### src/rtl/spi_ctrl_pkg.sv
// Shared types and constants for the SPI transaction arbiter.
// Holds the FSM state encoding and the slave-select helpers.
package spi_ctrl_pkg;

   localparam int SS_W   = 3;
   localparam int DATA_W = 8;

   localparam logic [SS_W-1:0] SS_NONE = 3'b111;

   typedef enum logic [2:0] {
      IDLE  = 3'd0,
      SETUP = 3'd1,
      WAIT  = 3'd2,
      RESP  = 3'd3,
      GAP   = 3'd4
   } state_t;

   // A slave code is usable only if it names one of the fitted slaves.
   function automatic logic ss_ok(input logic [SS_W-1:0] ss,
                                  input int n);
      return (ss != SS_NONE) && (int'(ss) < n);
   endfunction

endpackage

### src/rtl/spi_rr_pick.sv
// Combinational round-robin picker.
// Scans upward from ptr, wrapping, and returns the first request.
module spi_rr_pick #(
   parameter int N  = 3,
   parameter int IW = (N > 1) ? $clog2(N) : 1
) (
   input  logic [N-1:0]  req,
   input  logic [IW-1:0] ptr,
   output logic [N-1:0]  onehot,
   output logic [IW-1:0] idx,
   output logic          any
);

   // First set bit at or above ptr, wrapping mod N.
   always_comb begin
      int j;
      j      = 0;
      onehot = '0;
      idx    = '0;
      any    = 1'b0;
      for (int k = 0; k < N; k++) begin
         j = int'(ptr) + k;
         if (j >= N) j = j - N;
         if (!any && req[j]) begin
            any       = 1'b1;
            onehot[j] = 1'b1;
            idx       = IW'(j);
         end
      end
   end

endmodule

### src/rtl/spi_txn_arbiter.sv
// Round-robin sequencer sharing one SPI master among requesters.
// Runs one byte transaction per grant with timeout and idle gap.
module spi_txn_arbiter
   import spi_ctrl_pkg::*;
#(
   parameter int NUM_REQ    = 3,
   parameter int NUM_SLAVES = 3,
   parameter int TIMEOUT    = 64,
   parameter int GAP_CYCLES = 2
) (
   input  logic                      CLK,
   input  logic                      RST_N,
   input  logic [NUM_REQ-1:0]        REQ,
   input  logic [SS_W*NUM_REQ-1:0]   REQ_SS,
   input  logic [DATA_W*NUM_REQ-1:0] REQ_DATA,
   output logic [NUM_REQ-1:0]        GNT,
   output logic [NUM_REQ-1:0]        ACK,
   output logic [DATA_W-1:0]         RSP_DATA,
   output logic                      RSP_ERR,
   output logic                      SPI_START,
   output logic [SS_W-1:0]           SPI_SS,
   output logic [DATA_W-1:0]         SPI_DATA_M,
   input  logic                      SPI_DONE,
   input  logic [DATA_W-1:0]         SPI_DATA_S,
   output logic                      BUSY
);

   localparam int IW = (NUM_REQ > 1) ? $clog2(NUM_REQ) : 1;
   localparam int TW = $clog2(TIMEOUT);
   localparam int GW = (GAP_CYCLES > 1) ? $clog2(GAP_CYCLES) : 1;

   state_t          state;
   logic [IW-1:0]   rr;
   logic [IW-1:0]   idx;
   logic            ok_q;
   logic [TW-1:0]   tcnt;
   logic [GW-1:0]   gcnt;

   logic [NUM_REQ-1:0] pick_oh;
   logic [IW-1:0]      pick_idx;
   logic               pick_any;
   logic [SS_W-1:0]    pick_ss;
   logic [DATA_W-1:0]  pick_data;
   logic               pick_ok;

   spi_rr_pick #(
      .N  (NUM_REQ),
      .IW (IW)
   ) u_pick (
      .req    (REQ),
      .ptr    (rr),
      .onehot (pick_oh),
      .idx    (pick_idx),
      .any    (pick_any)
   );

   // Slave code and byte of the candidate winner.
   always_comb begin
      pick_ss   = REQ_SS[SS_W*pick_idx +: SS_W];
      pick_data = REQ_DATA[DATA_W*pick_idx +: DATA_W];
      pick_ok   = ss_ok(pick_ss, NUM_SLAVES);
   end

   // Transaction FSM; every output is set on entry to its state.
   always_ff @(posedge CLK or negedge RST_N) begin
      if (!RST_N) begin
         state      <= IDLE;
         rr         <= '0;
         idx        <= '0;
         ok_q       <= 1'b0;
         tcnt       <= '0;
         gcnt       <= '0;
         GNT        <= '0;
         ACK        <= '0;
         RSP_DATA   <= '0;
         RSP_ERR    <= 1'b0;
         SPI_START  <= 1'b0;
         SPI_SS     <= SS_NONE;
         SPI_DATA_M <= '0;
         BUSY       <= 1'b0;
      end else begin
         case (state)
            IDLE: begin
               if (pick_any) begin
                  idx   <= pick_idx;
                  ok_q  <= pick_ok;
                  GNT   <= pick_oh;
                  BUSY  <= 1'b1;
                  if (pick_ok) begin
                     SPI_START  <= 1'b1;
                     SPI_SS     <= pick_ss;
                     SPI_DATA_M <= pick_data;
                  end
                  state <= SETUP;
               end
            end
            SETUP: begin
               SPI_START <= 1'b0;
               if (!ok_q) begin
                  ACK      <= GNT;
                  RSP_ERR  <= 1'b1;
                  RSP_DATA <= '0;
                  state    <= RESP;
               end else begin
                  tcnt  <= '0;
                  state <= WAIT;
               end
            end
            WAIT: begin
               if (SPI_DONE) begin
                  ACK      <= GNT;
                  RSP_DATA <= SPI_DATA_S;
                  RSP_ERR  <= 1'b0;
                  SPI_SS   <= SS_NONE;
                  state    <= RESP;
               end else if (int'(tcnt) == TIMEOUT - 1) begin
                  ACK      <= GNT;
                  RSP_DATA <= '0;
                  RSP_ERR  <= 1'b1;
                  SPI_SS   <= SS_NONE;
                  state    <= RESP;
               end else begin
                  tcnt <= tcnt + 1'b1;
               end
            end
            RESP: begin
               ACK      <= '0;
               GNT      <= '0;
               RSP_DATA <= '0;
               RSP_ERR  <= 1'b0;
               rr       <= (int'(idx) == NUM_REQ - 1) ? '0 : idx + 1'b1;
               if (GAP_CYCLES == 0) begin
                  BUSY  <= 1'b0;
                  state <= IDLE;
               end else begin
                  gcnt  <= '0;
                  state <= GAP;
               end
            end
            GAP: begin
               if (int'(gcnt) == GAP_CYCLES - 1) begin
                  BUSY  <= 1'b0;
                  state <= IDLE;
               end else begin
                  gcnt <= gcnt + 1'b1;
               end
            end
            default: begin
               state <= IDLE;
            end
         endcase
      end
   end

endmodule

### config.mk
export PLATFORM = sky130hd
export DESIGN_NAME = spi_txn_arbiter
export DESIGN_NICKNAME = d
export VERILOG_FILES = /design/src/rtl/spi_ctrl_pkg.sv /design/src/rtl/spi_rr_pick.sv /design/src/rtl/spi_txn_arbiter.sv
export SDC_FILE = /design/constraint.sdc
export NUM_CORES = 1
export LEC_CHECK = 0
export CORE_ASPECT_RATIO = 0.9
export CORE_MARGIN = 1
export CORE_UTILIZATION = 30
export CTS_BUF_LIST = sky130_fd_sc_hd__clkbuf_16
export DETAILED_ROUTE_END_ITERATION = 8
export GPL_TIMING_DRIVEN = 0
export PLACE_DENSITY = 0.55
export SYNTH_ARGS = -nofsm -noshare
export SYNTH_HDL_FRONTEND = slang
export SYNTH_HIERARCHICAL = 1
export SYNTH_SLANG_ARGS = --single-unit
export TNS_END_PERCENT = 1
### constraint.sdc
create_clock -name CLK -period 8.7 [get_ports CLK]
set_input_delay 0.87 -clock CLK [delete_from_list [all_inputs] [get_ports CLK]]
set_output_delay 0.87 -clock CLK [all_outputs]
set_load 0.01 [all_outputs]
* Word level (Yosys, flattened, before mapping)
Index checks and enable logic that the tools add are counted. W data, S select, Z words.
Word-level totals: flip-flop bits (word level) 43, word-level logic and storage cells 142
Operators by class: $add $sub $neg 8, muxes and demuxes 65, $lt $le $gt $ge 10, reductions and logical operators 25, shift-type cells 2, multiply operators 1, equal/unequal tests 15, bitwise logic cells 2
Operator list (number):
- $ge A32 B1 Y1 const B | 3
- $lt A32 B4 Y1 const B | 3
- $mux W32 | 3
- $ge A32 B3 Y1 const B | 2
- $sub A32 B3 Y32 const B | 2
- $mux W3 | 15
- $mux W8 | 3
- $pmux W8 S3 | 1
- $shiftx A24 B6 Y8 | 1
- $mux W1 | 21
- $mux W6 | 3
- $pmux W3 S5 | 1
- $reduce_and A3 Y1 | 5
- $ne A2 B2 Y1 const B | 7
- $pmux W3 S2 | 2
- $pmux W6 S2 | 1
- $reduce_bool A2 Y1 | 6
- $pmux W3 S3 | 1
- $shiftx A9 B5 Y3 | 1
- $mux W2 | 4
- $reduce_and A4 Y1 | 2
- $add A6 B1 Y6 const B | 1
- $bmux W1 S2 | 3
- $demux W1 S2 | 3
- other kinds (22) | 34

* Longest topological paths before layout
word-level depth 19, mapped depth 14

* Cells and area by module
The synthesis kept the hierarchy.
By module, submodules not included:
- spi_txn_arbiter | area each 2055.7 sq um, times used 1, cells an instance 187
- spi_rr_pick | area each 381.6 sq um, times used 1, cells an instance 52

* Worst setup path before layout
Ideal clock, no wire load.
kind in2reg, start input REQ[0], end register SPI_DATA_M[2], cell stages on the path 11, buffers on the path 3, data required time 8575 ps, slack 5652 ps, arrival time 2924 ps, cells stage by stage mux2i_4 > mux2i_4 > mux2i_1 > nor2_1 > buf_2 > buf_1 > nand3b_1 > o211ai_1 > a21oi_2 > buf_4 > mux2_2
Between the ends: longest elaborated chain between the ends 15
Ends and longest elaborated chain:
- start, declared | RTL line spi_txn_arbiter.sv:13 | input logic [NUM_REQ-1:0] REQ,
- $bmux W1 S2 | RTL line spi_rr_pick.sv:24 | if (!any && req[j]) begin
- $mux W1 (not written as such) (2 in series) | RTL line spi_rr_pick.sv:24
- $mux W1 | RTL line spi_rr_pick.sv:24
- $logic_not A1 Y1 | RTL line spi_rr_pick.sv:24
- $logic_and A1 B1 Y1 | RTL line spi_rr_pick.sv:24
- $mux W1 | RTL line spi_rr_pick.sv:24
- $logic_not A1 Y1 | RTL line spi_rr_pick.sv:24
- $logic_and A1 B1 Y1 | RTL line spi_rr_pick.sv:24
- $mux W2 (*) | RTL line spi_rr_pick.sv:24
- net pick_idx[1] | RTL line spi_txn_arbiter.sv:40 | logic [IW-1:0] pick_idx;
- $mul A2 B2 Y4 | RTL line spi_txn_arbiter.sv:59 | pick_ss = REQ_SS[SS_W*pick_idx +: SS_W];
- $shiftx A9 B5 Y3 | RTL line spi_txn_arbiter.sv:59
- $lt A3 B2 Y1 / $ne A3 B3 Y1 (equally long branches) | RTL line spi_ctrl_pkg.sv:21 | return (ss != SS_NONE) && (int'(ss) < n);
- $logic_and A1 B1 Y1 | RTL line spi_ctrl_pkg.sv:21
- $reduce_and A3 Y1 (no line)
- end signal, assigned | RTL line spi_txn_arbiter.sv:92 | SPI_DATA_M <= pick_data;
- end, declared | RTL line spi_txn_arbiter.sv:22 | output logic [DATA_W-1:0] SPI_DATA_M,
The timed path passes the listed nets; every way through them passes the cells marked *. The select of a mux whose other input is x is not followed. A chain may end at the register's enable or synchronous reset.

* Worst setup path in the final report
start input REQ[2], end register SPI_DATA_M[4]
The elaborated chain is that of the path after synthesis.

==> metrics.txt <==
layout cells sized above 1=between 10% and 20%; Worst Tran Pin Value=slightly below 0.7 ns; Adder-Cell Fraction of Synth Area=2.57%; layout filler cell count=~730; sequential cell area=about 1100 um^2; element type at the critical path end=register; Post-Syn Instances=around 240; multiplexer area fraction after synthesis=between 10 and 15%; Post-Syn Area=around 2400 um^2; maximum VDD drop=0.120 mV; synth warn=6; Via density=4.82; Commonest cells post-synth=dfrtp_1 (40), nand2_1 (28), mux2i_1 (20); multi-input logic area=between 1000 and 1500 um^2; Slew HR=a little over half; Ports=75; Synth Area per Inst=10.2 um^2; RePlAce Congestion=0.792; total setup buffers inserted after CTS=0; post-cts hold buffer count=0; die area=between 8000 and 9000 um^2; critical path data required time=8.86 ns; worst setup margin=approximately 4.8 ns; hpwl dp=around 4200 um; worst hold path cell count=1; FF+latch count, synth=43; total core area=7690 um^2; setup violators final=0; top cell type's share of synthesized area=41.1%; Worst path slowest cell=clkdlybuf4s50_1; DRC=0; Max clock buf depth=2; initial antenna violation count=0; Period Utilization, post-route=about 44%; ys async rst share=between 90% and 100%; num rows=30; pin count of the biggest net entering global routing=28; slowest cell delay on critical path=0.62 ns; Die X=roughly 97 um; Via Count=roughly 2000; placed cell area=~3300 um^2; vias in the first global route=1963; Max Fclk=between 0.2 and 0.3 GHz; static leakage=approximately 1.5 nW; Nets=~370; final WL=~5400 um; Worst R2R Path Depth=14; pre-CTS setup slack=roughly 4.5 ns; post-route ant nets=0; crit path launch type=input pin; area grow syn2layout=42.5%; Hold Crit Class=reg -> reg; clock sinks=43; clk slew on worst S/H paths=~0.06 ns; clk_lat worst skew=between 0.2 and 0.3 ns; clock skew=around 0.0063 ns; MaxCap Viol Count=0; Port Buf Inserts=74; wire length of the first global-routing pass=roughly 9100 um; WL/cell=between 10 and 15 um; CTS tree=done; clk root buf=clkbuf_16; Seq/Total Area, Yosys=approximately 44%; Finished Cell Area=between 3000 and 4000 um^2; global route overflow=0; Arrival @ worst endpoint=about 4.0 ns; Starting Density=roughly a third; initial DRC count=36; Post-Synth XOR/XNOR Area=0.359%; ant diodes=0; most common cell in the netlist=dfrtp_1; status=finished, final reports clean; H-Tree Depth=2; Post-Synth Simple-Gate Area=15.2%; Crit Path Max Fanout=10; pwr/cell area=337 nW/um^2; cell taking the most area after synthesis=dfrtp_1; ys flop type=dfrtp_1; Crit Path Class=in -> reg; Post-Syn Nets=between 200 and 300; most area-consuming cells after synthesis=dfrtp_1 (41%), mux2i_1 (8.2%), mux2_2 (4.6%), nand2_1 (4.3%), dfstp_2 (3.2%); critical-path cell list=clkdlybuf4s50_1 -> nand2b_1 -> mux2i_4 -> mux2i_1 -> nor2_1 -> buf_2 -> buf_1 -> nand3b_1 -> o211ai_1 -> a21oi_2 -> buf_4 -> mux2_2; Final Critical Period=just under 4 ns; total track usage=a little over an eighth; Synth cell types=52; Max Transition Viols Final=0; setup TNS=0 ns; RSZ-0062 raised after global routing=false; compound-gate portion of the synthesized area=between 15 and 20%; Final Hold Viols=0; main combinational cell family by area after synthesis=compound AO/OA/AOI/OAI gates; drt first pass iters=4; Die Y=just under 90 um; CTS buffer count=5; Final Util=between 40% and 50%; number of synthesized flops with an enable pin=0; PostCTS Resize Cnt=0
[stage by stage]
stage / cells / hold WS [ns] / power [mW]
after detailed placement: 410 / 0.480 / 0.978
after CTS: 417 / 0.488 / 1.19
after global routing: 417 / 0.515 / 1.26
after global placement: 409 / 0.464 / 0.972
final: 417 / 0.485 / 1.17
after floorplan: 239 / 0.443 / 0.754
[where the power goes]
group          leakage (nW)  internal [mW]  switching [mW]
clock                0.0811          0.133          0.0682
combinational         0.855          0.323           0.298
sequential            0.545          0.291          0.0565
total                  1.48          0.746           0.422
[critical path, delay by kind of cell]
kind	cells	cell delay, ns
AND/OR/NAND/NOR	3	0.47
AO/OA/AOI/OAI	2	0.40
buffers and inverters	4	1.56
multiplexers	3	0.71
[final cells by class]
class                           instances  area share (%)
Buffer                                 12            2.31
Clock buffer                            5            3.60
Clock inverter                          2           0.973
Inverter                               12            1.30
Multi-Input combinational cell        172            35.5
Sequential cell                        43            31.1
Tap cell                               96            3.46
Timing Repair Buffer                   75            21.8
[registers in the layout, indices dropped and copies added (netlist names)]
name / cells
gcnt: 1
SPI_SS: 3
rr: 2
ok_q: 1
SPI_START: 1
tcnt: 6
idx: 2
SPI_DATA_M: 8
state: 3
GNT: 3
RSP_DATA: 8
ACK: 3
RSP_ERR: 1
BUSY: 1
[per-layer routing]
metal	GRT usage [%]	part of all wire [%]	wire [um]
met3	3.85	6.0	323
met2	22.7	47	2570
met5	0	0	0
met4	3.66	0.41	22
met1	16.4	46	2490
[worst paths after layout]
path	startpoint	to	slack [ns]
worst max-delay path	REQ[2]	SPI_DATA_M[4]	4.84
worst min-delay path	idx[0]	rr[0]	0.49
worst max register to register	rr[0]	SPI_DATA_M[4]	5.22
worst min register to register	idx[0]	rr[0]	0.49
max in group asynchronous	RST_N	SPI_SS[0]	7.63
min in group asynchronous	RST_N	RSP_DATA[5]	0.52
[cells in the final DEF (no fill, tap or decap), drive strengths merged, types with 5 or more instances in the layout]
| cell type | synthesis | routed |
|---|---|---|
| o21ai | 11 | 11 |
| clkbuf | 4 | 9 |
| mux2 | 10 | 10 |
| buf | 8 | 10 |
| clkdlybuf4s50 | 0 | 73 |
| nand2 | 28 | 28 |
| nor2 | 17 | 17 |
| nand3 | 6 | 6 |
| a22o | 9 | 9 |
| ha | 5 | 5 |
| a21oi | 14 | 14 |
| dfrtp | 40 | 40 |
| inv | 12 | 13 |
| mux2i | 22 | 22 |
[logic make-up (layout without fill, tap and decap cells)]
logic type | Yosys count | in the layout
AO/OA/AOI/OAI | 61 | 61
XOR/XNOR | 1 | 1
adder cells (fa/ha/maj) | 5 | 5
buffers and inverters | 24 | 106
flip-flops | 43 | 43
multiplexers | 32 | 32
AND/OR/NAND/NOR | 73 | 73
No activity file was read; power rests on OpenSTA's default activity.
